==> src/rtl/filter_stream_source.sv <==
// Transmit side of the filter input stream: reads coefficients and one pixel frame
// from two synchronous-read memories and emits them as a bubble-free valid/id/data stream.
module filter_stream_source #(
   parameter int unsigned DATA_BIT     = 15,
   parameter int unsigned DATA_IDBIT   = 2,
   parameter int unsigned ROW_WIDTH    = 512,
   parameter int unsigned COL_WIDTH    = 512,
   parameter int unsigned MASK_WIDTH   = 7,
   parameter int unsigned CF_ADDR_BIT  = 6,
   parameter int unsigned PIX_ADDR_BIT = 18,
   parameter int unsigned GAP_CYCLES   = 2,
   parameter int unsigned FLUSH_CYCLES = 2048
) (
   input  logic                    clk,
   input  logic                    reset,
   input  logic                    start,
   input  logic                    load_cf,
   output logic [CF_ADDR_BIT-1:0]  cf_rd_addr,
   input  logic [DATA_BIT-1:0]     cf_rd_data,
   output logic [PIX_ADDR_BIT-1:0] pix_rd_addr,
   input  logic [DATA_BIT-1:0]     pix_rd_data,
   output logic                    tx_valid,
   output logic [DATA_IDBIT-1:0]   tx_id,
   output logic [DATA_BIT-1:0]     tx_data,
   output logic                    busy,
   output logic                    done
);

   localparam int unsigned CF_COUNT = MASK_WIDTH * MASK_WIDTH;
   localparam int unsigned X_BIT    = (ROW_WIDTH > 1) ? $clog2(ROW_WIDTH) : 1;
   localparam int unsigned Y_BIT    = (COL_WIDTH > 1) ? $clog2(COL_WIDTH) : 1;
   localparam int unsigned WAIT_BIT = $clog2(FLUSH_CYCLES + GAP_CYCLES + 3);

   typedef enum logic [2:0] {
      IDLE, CF_RD, GAP, PIX_RD, DRAIN, FLUSH, DONE_S
   } state_t;

   state_t              state;
   logic [X_BIT-1:0]    x_cnt;
   logic [Y_BIT-1:0]    y_cnt;
   logic [WAIT_BIT-1:0] wait_cnt;
   logic                rd_valid;   // address on the memory port this cycle
   logic                rd_id;      // 1 = coefficient read
   logic                mem_valid;  // read data on the memory output this cycle
   logic                mem_id;

   always_ff @(posedge clk) begin
      if (reset) begin
         state       <= IDLE;
         x_cnt       <= '0;
         y_cnt       <= '0;
         wait_cnt    <= '0;
         rd_valid    <= 1'b0;
         rd_id       <= 1'b0;
         mem_valid   <= 1'b0;
         mem_id      <= 1'b0;
         cf_rd_addr  <= '0;
         pix_rd_addr <= '0;
         tx_valid    <= 1'b0;
         tx_id       <= '0;
         tx_data     <= '0;
         busy        <= 1'b0;
         done        <= 1'b0;
      end else begin
         done      <= 1'b0;
         rd_valid  <= 1'b0;
         mem_valid <= rd_valid;
         mem_id    <= rd_id;
         tx_valid  <= mem_valid;
         // Output register: data holds when idle, id falls back to pixel id 0
         if (mem_valid) begin
            tx_id   <= DATA_IDBIT'(mem_id);
            tx_data <= mem_id ? cf_rd_data : pix_rd_data;
         end else begin
            tx_id <= '0;
         end

         case (state)
            IDLE: begin
               if (start) begin
                  busy     <= 1'b1;
                  rd_valid <= 1'b1;
                  if (load_cf) begin
                     state      <= CF_RD;
                     cf_rd_addr <= '0;
                     rd_id      <= 1'b1;
                  end else begin
                     state       <= PIX_RD;
                     pix_rd_addr <= '0;
                     x_cnt       <= '0;
                     y_cnt       <= '0;
                     rd_id       <= 1'b0;
                  end
               end
            end
            CF_RD: begin
               if (cf_rd_addr == CF_ADDR_BIT'(CF_COUNT - 1)) begin
                  state    <= GAP;
                  wait_cnt <= '0;
               end else begin
                  cf_rd_addr <= cf_rd_addr + CF_ADDR_BIT'(1);
                  rd_valid   <= 1'b1;
               end
            end
            GAP: begin
               if (wait_cnt == WAIT_BIT'(GAP_CYCLES - 1)) begin
                  state       <= PIX_RD;
                  pix_rd_addr <= '0;
                  x_cnt       <= '0;
                  y_cnt       <= '0;
                  rd_valid    <= 1'b1;
                  rd_id       <= 1'b0;
               end else begin
                  wait_cnt <= wait_cnt + WAIT_BIT'(1);
               end
            end
            PIX_RD: begin
               // Row wrap keeps issuing every cycle so the stream has no bubbles
               if (x_cnt == X_BIT'(ROW_WIDTH - 1) && y_cnt == Y_BIT'(COL_WIDTH - 1)) begin
                  state    <= DRAIN;
                  wait_cnt <= '0;
               end else begin
                  rd_valid    <= 1'b1;
                  pix_rd_addr <= pix_rd_addr + PIX_ADDR_BIT'(1);
                  if (x_cnt == X_BIT'(ROW_WIDTH - 1)) begin
                     x_cnt <= '0;
                     y_cnt <= y_cnt + Y_BIT'(1);
                  end else begin
                     x_cnt <= x_cnt + X_BIT'(1);
                  end
               end
            end
            DRAIN: begin
               if (wait_cnt == WAIT_BIT'(1)) begin
                  state    <= FLUSH;
                  wait_cnt <= '0;
               end else begin
                  wait_cnt <= wait_cnt + WAIT_BIT'(1);
               end
            end
            FLUSH: begin
               if (wait_cnt == WAIT_BIT'(FLUSH_CYCLES - 1)) begin
                  state <= DONE_S;
                  done  <= 1'b1;
               end else begin
                  wait_cnt <= wait_cnt + WAIT_BIT'(1);
               end
            end
            DONE_S: begin
               busy  <= 1'b0;
               state <= IDLE;
            end
            default: state <= IDLE;
         endcase
      end
   end

endmodule

==> config.mk <==
export PLATFORM = sky130hd
export DESIGN_NAME = filter_stream_source
export DESIGN_NICKNAME = d
export VERILOG_FILES = /design/src/rtl/filter_stream_source.sv
export SDC_FILE = /design/constraint.sdc
export NUM_CORES = 1
export LEC_CHECK = 0
export CORE_MARGIN = 3
export CORE_UTILIZATION = 30
export DETAILED_ROUTE_END_ITERATION = 10
export SYNTH_ARGS = -nofsm -noshare
export SYNTH_HDL_FRONTEND = slang
export SYNTH_SLANG_ARGS = --single-unit
==> constraint.sdc <==
create_clock -name clk -period 3.05 [get_ports clk]
set_clock_uncertainty 0.15 [all_clocks]
set_input_delay 0.61 -clock clk [delete_from_list [all_inputs] [get_ports clk]]
set_output_delay 0.61 -clock clk [all_outputs]
set_load 0.005 [all_outputs]
==> results_tabular.tex <==
\begin{tabular}{lr}
\hline
Metric & Value \\
\hline
\multicolumn{2}{l}{\textbf{Run status}} \\
Run status & complete, no violations \\
\multicolumn{2}{l}{\textbf{Routing}} \\
Via count & around 3600 \\
Routed vias/inst & between 5 and 6 \\
First drt pass iteration count & 4 \\
Met2 WL post-DR & 4640 µm \\
DRT met1 WL & 4410 µm \\
Post-route DRC violation count & 0 \\
Highest signal layer in the routed design & met4 \\
Met3 routed wirelength & 441 µm \\
Routed wire per std cell & roughly 13 µm \\
1st-iter DRT viols & $\sim$270 \\
Total Routed Length & between 9000 and 10000 µm \\
Antenna Violating Nets Remaining & 0 \\
\multicolumn{2}{l}{\textbf{Synth}} \\
Total of flip-flops plus latches after synthesis & 80 \\
Gate count of the mapped netlist & 475 \\
Mapped cell area & roughly 4000 µm² \\
Total number of yosys warnings & 0 \\
Count of cell types in the netlist & 55 \\
Proportion of synthesized chip area in sequential cells & 0.403 \\
Syn nets & between 500 and 600 \\
Average cell area after synthesis & between 8 and 9 µm² \\
Share of flip-flops with an asynchronous set or reset & 0 \\
Number of enable-type register cells in the synthesized netlist & 0 \\
Primary flip-flop cell chosen by synthesis mapping & sky130\_fd\_sc\_hd\_\_dfxtp\_1 \\
\multicolumn{2}{l}{\textbf{Floorplanning}} \\
DIE HEIGHT & 121 µm \\
Floorplan row count & 41 \\
Core footprint & 12800 µm² \\
Initial Util & 0.311 \\
Top-Level Pins & between 70 and 80 \\
Die outline area & around 15000 µm² \\
Die outline width & approximately 120 µm \\
\multicolumn{2}{l}{\textbf{Timing}} \\
Final number of setup-violating endpoints & 0 \\
Minimum clock period & 2.83 ns \\
Relative slew slack & 0.360 \\
Final hold vios & 0 \\
RSZ-0062 raised after global routing & no \\
Worst-Margin Slew & about 0.96 ns \\
Peak Freq & between 300 and 400 MHz \\
Crit share post-route & 0.928 \\
Setup TNS Final & 0 ns \\
Final-report max-slew violation count & 0 \\
\multicolumn{2}{l}{\textbf{Setup path}} \\
Minimum setup slack among reg-to-reg paths & around 0.22 ns \\
Arrival time at the worst endpoint & just under 3 ns \\
Type of the setup path with the least slack & reg -> reg \\
Worst Path Max Fanout & 9 \\
Number of cells on the worst reg-to-reg path & 11 \\
Worst r2r dst & wait\_cnt[1]\$\_SDFFE\_PP0P\_ \\
Element type at the critical path end & flop \\
Worst setup SP type & flop \\
Worst Path Required & between 3 and 4 ns \\
Worst r2r src & x\_cnt[0]\$\_SDFFE\_PP0P\_ \\
Beginning of the critical path & x\_cnt[0]\$\_SDFFE\_PP0P\_ \\
Critical path destination & wait\_cnt[1]\$\_SDFFE\_PP0P\_ \\
\multicolumn{2}{l}{\textbf{Clock network}} \\
Num CTS Buffers & 9 \\
Maximum level of the CTS H-tree & 3 \\
Number of cells upsized or downsized after cts & 0 \\
Clk sink count & 80 \\
CTS clock-pin slew for the worst setup and hold paths & 0.06 ns \\
Post-CTS Setup Repair Bufs & 0 \\
CTS tree & done \\
Root Buffer Master & sky130\_fd\_sc\_hd\_\_clkbuf\_16 \\
Clock buffer depth & 2 \\
Clock insertion delay at the later pin of the skew report & 0.33 ns \\
CTS Hold Bufs & 0 \\
\multicolumn{2}{l}{\textbf{Global routing}} \\
Global-route wire length before repair & roughly 16000 µm \\
Antenna violations before repair & 0 \\
Total track usage & 0.132 \\
Vias in the first global route & about 3400 \\
Largest net degree at the start of global routing & 33 \\
Grt total ovfl & 0 \\
\multicolumn{2}{l}{\textbf{Finish}} \\
Layout fillers & approximately 1200 \\
Layout cell share with drive strength beyond 1 & 0.0548 \\
Synthesis-to-finish area growth & 30.9\% \\
Net count of the finished layout & 586 \\
Number of inserted diodes & 0 \\
\multicolumn{2}{l}{\textbf{Place}} \\
Last weighted congestion value of the routability-driven placer & around 0.8 \\
Post-detailed-placement half-perimeter wirelength & just under 7000 µm \\
IO buf count & 76 \\
\multicolumn{2}{l}{\textbf{Power and ir drop}} \\
Standby leakage power & between 1.5 and 2 nW \\
PD cells & about 640 nW/µm² \\
Worst IR drop on VDD & around 0.32 mV \\
Final Total Pwr & between 3 and 4 mW \\
\multicolumn{2}{l}{\textbf{Run}} \\
Number of max-cap violations & 0 \\
\multicolumn{2}{l}{\textbf{Min path}} \\
Hold WC Path Type & reg -> reg \\
\hline
\end{tabular}
[worst max-delay path: stages, from the launching register on]
cell and delay [ns]:
sky130_fd_sc_hd__dfxtp_1 0.37, sky130_fd_sc_hd__ha_1 0.20, sky130_fd_sc_hd__and3_1 0.21, sky130_fd_sc_hd__nand3_1 0.13, sky130_fd_sc_hd__nor2_1 0.14, sky130_fd_sc_hd__ha_1 0.26
sky130_fd_sc_hd__nand3_1 0.13, sky130_fd_sc_hd__o31a_1 0.16, sky130_fd_sc_hd__o32ai_1 0.28, sky130_fd_sc_hd__nor2_1 0.20, sky130_fd_sc_hd__or3_1 0.39, sky130_fd_sc_hd__a21oi_1 0.14
[area by class of cell]
type	instances	area, µm²	area share
clock buffer	12	256	0.0493
clock inverter	3	17.5	0.00337
inverter	13	48.8	0.00938
multi-input combinational	356	2220	0.426
sequential	80	1600	0.308
tap	172	215	0.0413
timing repair buffer	83	846	0.163
[cells by family after synthesis]
group	synth area share
AO/OA/AOI/OAI	0.137
XOR/XNOR	0.0550
adder cells (fa/ha/maj)	0.0283
buffers and inverters	0.0393
flip-flops	0.403
multiplexers	0.0478
other	0.000943
AND/OR/NAND/NOR	0.289
[metrics by stage]
stage	setup WS, ns	instance area, µm²	utilization	cells	hold slack [ns]
2_1_floorplan	0.549	3980	-	475	0.264
5_1_grt	0.0159	5200	0.407	719	0.324
6_report	0.218	5200	0.407	719	0.306
3_3_place_gp	0.244	4930	0.386	704	0.299
3_5_place_dp	0.262	4930	0.386	704	0.305
4_1_cts	0.235	5200	0.407	719	0.316
[worst min-delay path by stage]
stage / end / cells after the start / startpoint / slack (ns)
2_1_floorplan: mem_valid$_SDFF_PP0_ / 1 / rd_valid$_SDFF_PP0_ / 0.26
3_3_place_gp: y_cnt[8]$_SDFFE_PP0P_ / 2 / y_cnt[8]$_SDFFE_PP0P_ / 0.30
3_5_place_dp: y_cnt[8]$_SDFFE_PP0P_ / 2 / y_cnt[8]$_SDFFE_PP0P_ / 0.31
4_1_cts: y_cnt[8]$_SDFFE_PP0P_ / 2 / y_cnt[8]$_SDFFE_PP0P_ / 0.32
5_1_grt: y_cnt[8]$_SDFFE_PP0P_ / 2 / y_cnt[8]$_SDFFE_PP0P_ / 0.32
6_report: mem_valid$_SDFF_PP0_ / 1 / rd_valid$_SDFF_PP0_ / 0.31
[Yosys cell counts (2+ instances only)]
cell type	number	area, µm²
sky130_fd_sc_hd__mux2i_1	19	190
sky130_fd_sc_hd__and2_1	7	43.8
sky130_fd_sc_hd__nand2b_1	6	37.5
sky130_fd_sc_hd__nand2_1	29	109
sky130_fd_sc_hd__nand3_1	25	125
sky130_fd_sc_hd__and3_1	6	37.5
sky130_fd_sc_hd__inv_1	13	48.8
sky130_fd_sc_hd__nor2b_1	10	62.6
sky130_fd_sc_hd__or3_1	5	31.3
sky130_fd_sc_hd__a21oi_1	24	120
sky130_fd_sc_hd__buf_2	5	25.0
sky130_fd_sc_hd__nor2_1	72	270
sky130_fd_sc_hd__xor2_1	19	166
sky130_fd_sc_hd__o31ai_1	6	45.0
sky130_fd_sc_hd__ha_1	9	113
sky130_fd_sc_hd__xnor2_1	6	52.6
sky130_fd_sc_hd__and4_1	2	17.5
sky130_fd_sc_hd__nand3b_1	5	37.5
sky130_fd_sc_hd__a311oi_1	3	26.3
sky130_fd_sc_hd__o311a_1	2	20.0
sky130_fd_sc_hd__nand4_1	21	131
sky130_fd_sc_hd__nor4_1	6	37.5
sky130_fd_sc_hd__nor3_1	11	55.1
sky130_fd_sc_hd__or4_4	2	22.5
sky130_fd_sc_hd__dfxtp_1	80	1600
sky130_fd_sc_hd__nor4b_1	4	35.0
sky130_fd_sc_hd__clkbuf_1	19	71.3
sky130_fd_sc_hd__a21oi_2	2	17.5
sky130_fd_sc_hd__o21ai_0	13	65.1
sky130_fd_sc_hd__a211oi_1	16	120
sky130_fd_sc_hd__o32ai_1	4	35.0
[where the power goes]
group / internal [mW] / switching, mW / leakage, nW
logic: 0.462 / 0.636 / 0.964
registers: 1.13 / 0.122 / 0.649
clock network: 0.588 / 0.402 / 0.134
[layout by cell type, fill, tap and decap left out, drive strengths merged, types with 2 or more instances in the layout]
| master | netlist | layout |
|---|---|---|
| and3 | 6 | 6 |
| and4 | 2 | 2 |
| nor2 | 72 | 72 |
| nand3 | 26 | 26 |
| nand2b | 6 | 6 |
| or4 | 3 | 3 |
| nor2b | 10 | 10 |
| o31ai | 6 | 6 |
| a311oi | 3 | 3 |
| inv | 13 | 13 |
| clkinv | 0 | 2 |
| xnor2 | 6 | 6 |
| o32ai | 4 | 4 |
| and2 | 7 | 7 |
| dfxtp | 80 | 80 |
| or3 | 6 | 6 |
| xor2 | 19 | 19 |
| o21ai | 14 | 14 |
| clkdlybuf4s50 | 0 | 75 |
| nand3b | 5 | 5 |
| nor4b | 4 | 4 |
| nand4 | 21 | 21 |
| o311a | 2 | 2 |
| mux2i | 19 | 19 |
| ha | 9 | 9 |
| nor3 | 11 | 11 |
| buf | 7 | 8 |
| clkbuf | 19 | 12 |
| nand2 | 30 | 30 |
| a211oi | 16 | 16 |
| a21oi | 26 | 26 |
| nor4 | 6 | 6 |
[flip-flops by register name, summed over array words and instances (netlist names), 3 cells and up]
signal and cells:
wait_cnt 12, pix_rd_addr 18, y_cnt 9, x_cnt 9, tx_data 15, cf_rd_addr 6, state 3
[layer usage]
metal / track usage / vias up
met4: 0.0385 / 0
met1: 0.172 / 1688
li1: - / 1834
met3: 0.0331 / 13
met2: 0.217 / 80
met5: 0 / -
Note: power is estimated with default switching activity, not from simulation.
